**config.mk**
```make
export PLATFORM = sky130hd
export DESIGN_NAME = tick_counter_10000
export DESIGN_NICKNAME = d
export VERILOG_FILES = /design/src/rtl/tick_counter_10000.sv
export SDC_FILE = /design/constraint.sdc
export NUM_CORES = 1
export LEC_CHECK = 0
export CORE_UTILIZATION = 55
export CTS_BUF_LIST = sky130_fd_sc_hd__clkbuf_4 sky130_fd_sc_hd__clkbuf_8
export DETAILED_ROUTE_END_ITERATION = 10
export PLACE_DENSITY_LB_ADDON = 0.2
export SYNTH_ARGS = -nofsm -noshare
export SYNTH_HDL_FRONTEND = slang
export SYNTH_SLANG_ARGS = --single-unit
```
**constraint.sdc**
```tcl
create_clock -name clk -period 2 [get_ports clk]
set_input_delay 0.4 -clock clk [delete_from_list [all_inputs] [get_ports clk]]
set_output_delay 0.4 -clock clk [all_outputs]
set_load 0.03 [all_outputs]
```
**src/rtl/tick_counter_10000.sv**
```systemverilog
// tick_counter_10000: 0..9999 up/down counter advanced by a divided tick.
// A three-state FSM (STOP / RUN / CLEAR) gates the tick divider. The count is
// a registered output that changes one cycle after the internal tick, with
// o_tick marking that cycle.
//
// Handshake: there is no valid/ready pair. i_run_stop and i_clear are
// single-cycle pulses sampled on the rising clk edge; o_tick is a one-cycle
// strobe that qualifies a new o_count value.
module tick_counter_10000 #(
    parameter int SYS_CLK_HZ = 100_000_000,
    parameter int TICK_HZ    = 10
) (
    input  logic        clk,
    input  logic        reset,
    input  logic        i_run_stop,
    input  logic        i_clear,
    input  logic        i_mode,
    output logic [13:0] o_count,
    output logic        o_running,
    output logic        o_tick
);

    localparam int DIV   = SYS_CLK_HZ / TICK_HZ;
    localparam int DIV_W = (DIV > 1) ? $clog2(DIV) : 1;
    localparam logic [DIV_W-1:0] DIV_MAX   = DIV_W'(DIV - 1);
    localparam logic [13:0]      COUNT_MAX = 14'd9999;

    typedef enum logic [1:0] {
        ST_STOP  = 2'd0,
        ST_RUN   = 2'd1,
        ST_CLEAR = 2'd2
    } state_t;

    state_t           state_q, state_d;
    logic [DIV_W-1:0] div_q, div_d;
    logic [13:0]      count_q, count_d;
    logic             tick_q, tick_d;
    logic             tick_int;

    // Next-state logic: clear beats everything, CLEAR always falls to STOP
    // unless another clear pulse keeps it there.
    always_comb begin
        state_d = state_q;
        if (i_clear) begin
            state_d = ST_CLEAR;
        end else begin
            case (state_q)
                ST_STOP:  if (i_run_stop) state_d = ST_RUN;
                ST_RUN:   if (i_run_stop) state_d = ST_STOP;
                ST_CLEAR: state_d = ST_STOP;
                default:  state_d = ST_STOP;
            endcase
        end
    end

    // Divider advances only in RUN, holds in STOP (keeps phase across a
    // pause) and restarts from zero in CLEAR.
    always_comb begin
        div_d    = div_q;
        tick_int = 1'b0;
        case (state_q)
            ST_RUN: begin
                tick_int = (div_q == DIV_MAX);
                div_d    = (div_q == DIV_MAX) ? '0 : div_q + DIV_W'(1);
            end
            ST_CLEAR: div_d = '0;
            default:  div_d = div_q;
        endcase
    end

    // Count update: mode is only looked at on a tick; CLEAR zeroes the count.
    always_comb begin
        count_d = count_q;
        tick_d  = tick_int;
        if (state_q == ST_CLEAR) begin
            count_d = '0;
        end else if (tick_int) begin
            if (i_mode) begin
                count_d = (count_q == 14'd0) ? COUNT_MAX : count_q - 14'd1;
            end else begin
                count_d = (count_q >= COUNT_MAX) ? 14'd0 : count_q + 14'd1;
            end
        end
    end

    // State, divider, count and tick strobe registers with async reset.
    always_ff @(posedge clk or posedge reset) begin
        if (reset) begin
            state_q <= ST_STOP;
            div_q   <= '0;
            count_q <= '0;
            tick_q  <= 1'b0;
        end else begin
            state_q <= state_d;
            div_q   <= div_d;
            count_q <= count_d;
            tick_q  <= tick_d;
        end
    end

    assign o_count   = count_q;
    assign o_tick    = tick_q;
    assign o_running = (state_q == ST_RUN);

endmodule

```
**Word level (Yosys, flattened, before mapping)**

Index checks and enable logic that the tools add are counted.

- Bits in registers: 41
- Bits of input ports: 5
- Logic and storage cells: 30

- Add/sub/neg operators: 3
- Magnitude comparators: 1
- Equality and inequality tests: 5
- Multiplexer cells: 12
- Reduce and logical (&&, ||, !) cells: 5

Operators by type and width:

| operator | number |
|---|---|
| 14-bit 2-to-1 mux | 5 |
| 24-bit case mux with 2 select lines | 1 |
| 24-bit by 1-bit adder with 24-bit output, second input constant | 1 |
| 24-bit equality test, second input constant | 1 |
| 24-bit 2-to-1 mux | 1 |
| 14-bit by 1-bit adder with 14-bit output, second input constant | 1 |
| 14-bit greater-or-equal comparator, second input constant | 1 |
| 14-bit zero test | 1 |
| 14-bit by 1-bit subtractor with 14-bit output, second input constant | 1 |
| 2-bit 2-to-1 mux | 3 |
| 3-bit inequality test, second input constant | 2 |
| 2-bit case mux with 2 select lines | 1 |
| 2-bit nonzero test | 2 |
| 2-bit by 1-bit equality test with 1-bit output, second input constant | 1 |
| 2-bit equality test, second input constant | 1 |
| 2-bit zero test | 1 |
| 2-bit AND reduction | 1 |
| 1-bit 2-to-1 mux | 1 |

**Longest topological paths before layout**

Gate-level depths: netlist (run 1).

- Depth after elaboration: 5
- Gate-level depth with buffers: 9
- Mapped depth without buffers: 8

**Worst setup path before layout (run 1)**

OpenSTA, ideal clock, no wires.

- Path type: register to register
- Start point: reg count_q[0] (netlist: o_count[0])
- End point: reg count_q[3] (netlist: o_count[3])
- Library setup time: 118 ps
- Arrival: 2124 ps
- Required time: 1882 ps
- Path slack: -242 ps
- Stages on the path, launching flop included: 10
- Buffers on the path: 1
- Period minus slack after synthesis: 2242 ps
- Cell sequence: dfrtp_1 > inv_1 > ha_1 > and4bb_2 > and4bb_1 > buf_4 > nor4_1 > or3_1 > o22ai_1 > a21o_1

- Longest elaborated chain between the ends: 5
- Elaborated cells on any way between the ends: 9
- Classes of those cells: add/sub: 2; order compare: 1; mux: 5; reduce/logical: 1

RTL lines:

| what | RTL line | RTL |
|---|---|---|
| from (decl) | 36 | `logic [13:0] count_q, count_d;` |
| from (signal assigned) | 96 | `count_q <= count_d;` |
| 14-bit by 1-bit adder with 14-bit output, or another cell as far along | 81 | `count_d = (count_q >= COUNT_MAX) ? 14'd0 : count_q + 14'd1;` |
| 14-bit 2-to-1 mux (on tied branches) | 81, 79 |  |
| 14-bit 2-to-1 mux * | 78 | `if (i_mode) begin` |
| 14-bit 2-to-1 mux * | 77 | `end else if (tick_int) begin` |
| 14-bit 2-to-1 mux * | 75 | `if (state_q == ST_CLEAR) begin` |

Mark *: on every way between the ends. The rest lies on a longest branch, timed or not. The select of a mux whose other input is x is not followed.
A chain may end at the register's enable or synchronous reset.

**Final worst setup path (run 1)**

- Start point: reg state_q[1]
- End point: reg div_q[23]

- Longest elaborated chain between the ends: 2
- Elaborated cells on any way between the ends: 4
- Classes of those cells: eq/ne: 2; mux: 1; reduce/logical: 1

RTL lines:

| what | RTL line | RTL |
|---|---|---|
| from (decl) | 34 | `state_t state_q, state_d;` |
| from (signal assigned) | 94 | `state_q <= state_d;` |
| 2-bit equality test or 2-bit by 1-bit equality test with 1-bit output (tied branches) | 61 | `case (state_q)` |
| 24-bit case mux with 2 select lines or 2-bit nonzero test (tied branches) | -- |  |
| to (signal assigned) | 95 | `div_q <= div_d;` |
| to (decl) | 35 | `logic [DIV_W-1:0] div_q, div_d;` |

Parallel ways exist; a longest one is shown, timed or not.

==> results of run 1 <==
[layer usage]
layer  vias up  track usage, %  wire length [um]
met2       111            52.6              4070
met3        18            3.85               321
met4         0            11.1               161
met5         -               0                 0
li1       1302               -                 -
met1      1333            35.5              3160
[worst paths after layout]
kind / start / endpoint / slack (ns)
max: state_q[1]$_DFFE_PP0P_ / div_q[23]$_DFFE_PP0P_ / -0.14
min: reset / div_q[6]$_DFFE_PP0P_ / 0.48
min reg2reg: div_q[13]$_DFFE_PP0P_ / div_q[13]$_DFFE_PP0P_ / 0.53
max in group asynchronous: reset / o_count[9]$_DFFE_PP0P_ / 1.30
min in group clk: div_q[13]$_DFFE_PP0P_ / div_q[13]$_DFFE_PP0P_ / 0.53
max reg2reg: state_q[1]$_DFFE_PP0P_ / div_q[23]$_DFFE_PP0P_ / -0.14
[layout by cell type, fill, tap and decap left out, types with 5 or more instances in the layout]
cell             synthesis  layout
nand4_1                 11      11
nor2_1                  38      34
o31ai_1                  9       8
clkbuf_8                 0       6
clkdlybuf4s50_1          0      18
dfrtp_1                 41      32
nand2_1                 30      29
nand3_1                 16      14
dfrtp_2                  0       9
a21oi_1                 12      12
xnor2_1                  6       5
buf_4                    1      72
a21o_1                   5       5
and3_1                   6       6
o21ai_0                 23      21
inv_1                   20      16
and4_1                   7       5
[flip-flops by register name (all words and copies together) (netlist names)]
name,cells
state_q,2
o_count,14
div_q,24
o_tick,1
[power breakdown]
| part | switching, mW | internal (mW) | total (mW) |
|---|---|---|---|
| Clock | 0.301 | 0.280 | 0.581 |
| Sequential | 0.0127 | 0.851 | 0.863 |
| Combinational | 0.164 | 0.141 | 0.305 |
| Total | 0.478 | 1.27 | 1.75 |
[cells by family (layout without fill, tap and decap cells)]
logic type                 Yosys count  count (layout)  synth area share (%)
adders and majority gates            6               6                  2.87
buffers and inverters               33             124                  5.69
DFF                                 41              41                  39.2
xor gates and xnor gates            11              11                  3.68
and+or+nand+nor                    147             147                  30.5
AOI/OAI and AO/OA                   70              70                  17.3
muxes                                2               2                 0.812
[area by class of cell]
type                       count  area (um2)
clock buffer                   6        82.6
clock inverter                 2        13.8
fill                         268         739
inverter                      20        75.1
multi-input combinational    236        1660
sequential                    41        1040
tap                           52        65.1
timing repair buffer          96         805
[repair_timing]
action,CTS,global route
pin swaps,3,27
buffers inserted,5,9
gates resized for setup,6,36
endpoints found under the setup margin,19,22
[cells in the mapped netlist, drive strengths merged, types with 2 or more instances]
cell type | count | area, um2
nand3 | 16 | 80.1
o41ai | 2 | 17.5
buf | 8 | 55.1
and2 | 2 | 12.5
o21ai | 24 | 120
and3 | 6 | 37.5
xnor2 | 6 | 52.6
inv | 20 | 75.1
nand4 | 11 | 68.8
o31ai | 9 | 67.6
a21o | 6 | 46.3
nand2 | 30 | 113
o22ai | 2 | 12.5
or3 | 3 | 18.8
or2 | 2 | 12.5
and4bb | 2 | 25.0
xor2 | 5 | 43.8
nor2b | 3 | 18.8
dfrtp | 41 | 1030
clkbuf | 5 | 18.8
a21oi | 12 | 60.1
ha | 6 | 75.1
or4 | 4 | 30.0
and4b | 2 | 20.0
a211oi | 2 | 20.0
and4 | 7 | 61.3
nor4 | 7 | 58.8
nor3 | 6 | 35.0
nor4b | 2 | 17.5
nor2 | 39 | 149
nor3b | 2 | 15.0
a211o | 3 | 26.3
[tightest hold or removal path, delay by kind of cell]
kind	cells	cell delay, ns
buf+inv	3	0.75
==> results.cfg, run 1 <==
[pwr]
peakVddDrop_v = 0.000623
total_leakage_power_nw = 1.69
total_power_mw = 1.75
power_density_mw_per_mm2 = 468

[critical_path]
end_kind = register
startpoint_type = register
r2r_cells = 7
critPathMaxFanout = 2
worstPathCellList = inv_2 -> ha_4 -> nand4_1 -> or4b_4 -> or4_4 -> xor2_2 -> nor2_2
slowest_delay_ns = 0.51
crit_arrival_ns = 2.34
cp.buffers_inverters = 1
cp_top_family = simple AND/OR/NAND/NOR gates
crit_cells = 7
cp_slowest_cell = or4b_4
path_class = register to register
cp_data_required_time_ns = 2.20

[outcome]
violations = DRC, setup timing
outcome = complete, but fails checks

[logic_synthesis]
ys.flop_type = dfrtp_1
yosysUniqueCellTypes = 57
synth_edf_count = 0
syn_area_per_cell_um2 = 8.45
yosysWarnings = 0
synth-seq-cells = 41
synth_cells = 310
async_flop_share_pct = 100
synth_seq_area_share_pct = 39.2
synth_area_mm2 = 0.00262
synth_nets = 321

[floorplanning]
io_pins = 21
initial_core_util_pct = 58.5
dieArea_mm2 = 0.00504
die_y_um = 71
core_mm2 = 0.00447
fp.dieW_um = 71
rows = 24

[sta]
final_hold_viol_count = 0
setup_violations = 9
fin_crit_ns = 2.14
hold_ws_ns = 0.485
grt_setup_unrepaired = yes
fin_crit_sh_pct = 107
finalMaxSlewViolations = 0
setup_ws_ns = -0.142
finalSetupTns_ns = -0.503
clock_skew_ns = 0.0104
relSlewSlack_pct = 74.1
clock.fmax_mhz = 467
worst_pin_slew_ns = 0.388

[global_routing]
grt_usage_pct = 29.2
grt_max_degree = 42
grt_pass1_vias = 2578
grt_pass1_wl_um = 11600
antenna_found_initial = 0
grt_overflow = 0

[place]
hpwlAfterDp_um = 5090
placed_area_mm2 = 0.00335
io_buffers = 20
gp_congestion = 0.886
dp.cells = 433
pre_cts_ws_ns = -0.234

[cts]
cts_root_buf = clkbuf_8
cts_tree = done
clk_pin_slew_ns = 0.09
cts_buffers = 5
cts.sinks = 41
insertion_delay_ns = 0.30
cts_hold_buf = 0
cts_buffer_depth = 2
htree_levels = 2

[layout]
final_cell_count_no_fill = 453
layout-drive-gt1-share_pct = 33.9
fin_area_mm2 = 0.00373
layout.nets = 411
utilization_pct = 83.5
diodes = 0
area_delta_synth_final_pct = 42.6

[worst_hold_path]
hp-class = input pin to async pin

[detailed_routing]
drc = 4
viasPerCell = 6.10
ant_nets = 0
wl_per_cell_um = 17.0
first_pass_iters = 8
vias = 2764
routed_wl_um = 7720
drt-initial-drc-count = 238

[run]
cap_violations = 0
No activity file was read; power rests on OpenSTA's default activity.
==> run 2, diff against run 1 <==
- REMOVE_ABC_BUFFERS: unset -> 1
==> run 2 against run 1 <==
Cell count increased by 0.44%; setup slack got worse by 0.14 ns; routed wire length increased by 6.3%; die area unchanged; worst hold slack improved by 0.046 ns; critical path depth unchanged; clock power increased by 4.5%; the run still ends with DRC, setup timing left; largest cell class unchanged; sequential cell count unchanged; register-to-register slack got worse by 0.14 ns.
==> results.cfg, run 2 (synthesized netlist as in run 1, its figures left out) <==
[place]
io_buffers = 20
hpwlAfterDp_um = 5260
gp_congestion = 0.945
pre_cts_ws_ns = -0.217
dp.cells = 439
placed_area_mm2 = 0.00335

[cts]
cts.sinks = 41
insertion_delay_ns = 0.30
cts_root_buf = clkbuf_8
cts_tree = done
cts_buffer_depth = 2
clk_pin_slew_ns = 0.08
htree_levels = 2
cts_hold_buf = 0
cts_buffers = 5

[layout]
layout.nets = 413
final_cell_mix = buf_4, dfrtp_1, nor2_1, nand2_1, o21ai_0
largest_reg_flops = 24
layout-drive-gt1-share_pct = 32.3
regMostFlops = div_q
final_cell_count_no_fill = 455
fin_area_mm2 = 0.00376
area_delta_synth_final_pct = 43.4
utilization_pct = 83.9
final_common_cell = buf_4
diodes = 0

[run]
cap_violations = 0

[global_routing]
grt_pass1_wl_um = 12200
grt_max_degree = 42
grt_overflow = 0
grt_pass1_vias = 2628
grt_usage_pct = 31.1
antenna_found_initial = 0

[critical_path]
end_kind = register
cp_top_family = simple AND/OR/NAND/NOR gates
cp_data_required_time_ns = 2.19
cp_slowest_cell = or4b_4
critPathMaxFanout = 2
worstPathCellList = inv_1 -> ha_4 -> nand4_1 -> or4b_4 -> or4_4 -> xor2_1 -> nor2_2
path_class = register to register
startpoint_type = register
cp.buffers_inverters = 1
slowest_delay_ns = 0.58
crit_arrival_ns = 2.47

[detailed_routing]
wl_per_cell_um = 18.0
viasPerCell = 6.41
drc = 4
drt-initial-drc-count = 441
ant_nets = 0
first_pass_iters = 9
routed_wl_um = 8200
vias = 2917

[sta]
relSlewSlack_pct = 64.6
fin_crit_sh_pct = 114
finalSetupTns_ns = -1.12
fin_crit_ns = 2.28
clock.fmax_mhz = 438
setup_ws_ns = -0.282
hold_ws_ns = 0.530
finalMaxSlewViolations = 0
clock_skew_ns = 0.0116
grt_setup_unrepaired = yes
worst_pin_slew_ns = 0.530
final_hold_viol_count = 0
setup_violations = 10

[pwr]
total_power_mw = 1.79
power_density_mw_per_mm2 = 476
total_leakage_power_nw = 1.76
peakVddDrop_v = 0.000415

[outcome]
outcome = complete, but fails checks
violations = DRC, setup timing

[floorplanning]
fp.dieW_um = 71
rows = 24
core_mm2 = 0.00447
initial_core_util_pct = 58.5
dieArea_mm2 = 0.00504
io_pins = 21
die_y_um = 71

[worst_hold_path]
hp-class = input pin to async pin
## run 2: final timing paths
| kind | startpoint | slack [ns] | to | cells past startpoint |
|---|---|---|---|---|
| max in group asynchronous | reset | 1.09 | o_count[0]$_DFFE_PP0P_ | 3 |
| worst min register to register | div_q[9]$_DFFE_PP0P_ | 0.54 | div_q[9]$_DFFE_PP0P_ | 1 |
| worst max-delay path | state_q[0]$_DFFE_PP0P_ | -0.28 | div_q[23]$_DFFE_PP0P_ | 7 |
| worst max register to register | state_q[0]$_DFFE_PP0P_ | -0.28 | div_q[23]$_DFFE_PP0P_ | 7 |
| worst min-delay path | reset | 0.53 | o_count[7]$_DFFE_PP0P_ | 3 |
| min in group clk | div_q[9]$_DFFE_PP0P_ | 0.54 | div_q[9]$_DFFE_PP0P_ | 1 |
## run 2: metal layers
layer  part of all wire [%]  wire length, um  track usage [%]  up-vias
met2                     51             4190             55.3      175
met1                     38             3090             37.7     1387
li1                       -                -                -     1312
met4                    4.0              324             12.4        0
met3                    7.2              590             4.99       43
met5                      0                0                0        -
## run 2: worst min-delay path, stage by stage
cell             delay, ns
clkdlybuf4s50_1       0.40
inv_1                 0.05
buf_4                 0.45
## run 2: timing repair
| action | 4_1_cts | 5_1_grt |
|---|---|---|
| endpoints found under the setup margin | 25 | 31 |
| gates resized for setup | 11 | 43 |
| setup buffers | 1 | 7 |
| pin swaps | 4 | 18 |
## run 2: layout make-up
class / instances / area, um2
sequential: 41 / 1030
fill: 268 / 718
timing repair buffer: 98 / 812
inverter: 20 / 75.1
tap: 52 / 65.1
multi-input combinational: 236 / 1680
clock inverter: 1 / 5.00
clock buffer: 7 / 96.3
## run 2: power by group
group | total [mW] | switching (mW) | internal, mW
Combinational | 0.314 | 0.174 | 0.140
Sequential | 0.865 | 0.0140 | 0.851
Clock | 0.607 | 0.295 | 0.312
==> run 3, diff against run 2 <==
- CORE_UTILIZATION: 55 -> 60
- HOLD_SLACK_MARGIN: unset -> 0.05
- clock period: 2 -> 2.14 ns (I/O delays scaled with it)
==> run 3 against run 2 <==
The run ends with setup timing left; die area is 8.1% lower; core utilization is 2.4 points lower; worst hold slack about the same; register-to-register slack improved by 0.23 ns; highest routed layer unchanged; clock power is 6.9% lower; clock skew decreased by 0.0042 ns; sequential cell count stayed put; via count fell by 8.6%; routed wire length fell by 14%.
==> results.cfg, run 3 (synthesized netlist as in run 1, its figures left out) <==
[outcome]
outcome = complete, but fails checks
violations = setup timing

[detailed_routing]
wl_per_cell_um = 16.6
first_pass_iters = 5
ant_nets = 0
drc = 0
viasPerCell = 6.29
drt-initial-drc-count = 324
routed_wl_um = 7040
vias = 2666

[sta]
relSlewSlack_pct = 64.2
clock_skew_ns = 0.00736
setup_ws_ns = -0.0468
finalMaxSlewViolations = 0
worst_pin_slew_ns = 0.537
final_hold_viol_count = 0
clock.fmax_mhz = 457
grt_setup_unrepaired = yes
setup_violations = 1
hold_ws_ns = 0.530
fin_crit_sh_pct = 102
finalSetupTns_ns = -0.0468
fin_crit_ns = 2.19

[layout]
final_common_cell = buf_4
utilization_pct = 81.5
diodes = 0
regMostFlops = div_q
area_delta_synth_final_pct = 27.2
fin_area_mm2 = 0.00333
largest_reg_flops = 24
final_cell_mix = buf_4, dfrtp_1, nor2_1, nand2_1, o21ai_0
final_cell_count_no_fill = 424
layout.nets = 384
layout-drive-gt1-share_pct = 20.6

[global_routing]
grt_pass1_vias = 2492
grt_max_degree = 42
antenna_found_initial = 0
grt_overflow = 0
grt_usage_pct = 32.3
grt_pass1_wl_um = 11100

[place]
pre_cts_ws_ns = -0.0630
hpwlAfterDp_um = 4950
dp.cells = 414
gp_congestion = 1.01
placed_area_mm2 = 0.00316
io_buffers = 20

[floorplanning]
rows = 23
core_mm2 = 0.00409
dieArea_mm2 = 0.00463
initial_core_util_pct = 64.1
die_y_um = 68.1
io_pins = 21
fp.dieW_um = 68.1

[cts]
cts_root_buf = clkbuf_8
cts.sinks = 41
insertion_delay_ns = 0.29
htree_levels = 2
cts_hold_buf = 0
cts_tree = done
cts_buffers = 5
cts_buffer_depth = 2
clk_pin_slew_ns = 0.08

[pwr]
peakVddDrop_v = 0.000446
p_int_mw = 1.20
comb_power_share_pct = 15.6
p_seq_share_pct = 49.8
total_power_mw = 1.63
clock_power_share_pct = 34.7
total_leakage_power_nw = 1.53
swShare_pct = 26.6
power.switching_uw = 434
power_density_mw_per_mm2 = 489

[critical_path]
path_class = register to register
cp_data_required_time_ns = 2.32
end_kind = register
r2r_slack_ns = -0.05
critPathMaxFanout = 2
crit_arrival_ns = 2.37
startpoint_type = register

[worst_hold_path]
hp-class = register to register

[run]
cap_violations = 0
-- run 3: cell count changes in the layout (fill, tap and decap cells not counted), sizes merged --
| cell | delta |
|---|---|
| buf | -29 |
| clkdlybuf4s50 | +3 |
| dlymetal6s2s | -3 |
-- run 3: layer usage --
metal,up-vias,global-route usage (%),part of all wire [%]
met5,-,0,0
met1,1279,38.2,41
met2,117,55.3,51
met3,14,6.17,5.7
li1,1256,-,-
met4,0,16.4,2.1
-- run 3: worst max-delay path: stages (launching register included) --
cell	delay [ns]
dfrtp_1	0.38
inv_2	0.07
ha_4	0.27
nand4_1	0.11
or4b_4	0.52
or4_4	0.51
xor2_2	0.18
nor2_2	0.04
-- run 3: layout make-up --
| cell class | instances | area (um2) |
|---|---|---|
| Inverter | 20 | 75.1 |
| Multi-Input combinational cell | 236 | 1500 |
| Fill cell | 273 | 754 |
| Tap cell | 50 | 62.6 |
| Timing Repair Buffer | 69 | 567 |
| Sequential cell | 41 | 1030 |
| Clock inverter | 1 | 5.00 |
| Clock buffer | 7 | 96.3 |
-- run 3: final timing paths --
| check | from | to | cells past startpoint |
|---|---|---|---|
| setup reg to reg | state_q[0]$_DFFE_PP0P_ | div_q[23]$_DFFE_PP0P_ | 7 |
| min in group asynchronous | reset | o_count[4]$_DFFE_PP0P_ | 3 |
| setup / recovery | state_q[0]$_DFFE_PP0P_ | div_q[23]$_DFFE_PP0P_ | 7 |
| max in group asynchronous | reset | div_q[6]$_DFFE_PP0P_ | 3 |
| hold / removal | div_q[13]$_DFFE_PP0P_ | div_q[13]$_DFFE_PP0P_ | 1 |
| hold reg to reg | div_q[13]$_DFFE_PP0P_ | div_q[13]$_DFFE_PP0P_ | 1 |
-- run 3: timing repair --
action | in CTS | in global routing
endpoints found under the hold margin | 0 | 0
setup endpoints to repair | 10 | 11
gates resized for setup | 7 | 7
pin swaps | 1 | 1
setup buffers | 1 | 1
-- run 3: power groups by stage --
| stage | clock network, mW | registers (mW) | logic [mW] |
|---|---|---|---|
| CTS | 0.573 | 0.811 | 0.248 |
| detailed placement | 0 | 0.826 | 0.238 |
| global route | 0.601 | 0.814 | 0.277 |
| floorplan | 0 | 0.829 | 0.121 |
| finish | 0.565 | 0.811 | 0.254 |
| global placement | 0 | 0.824 | 0.229 |
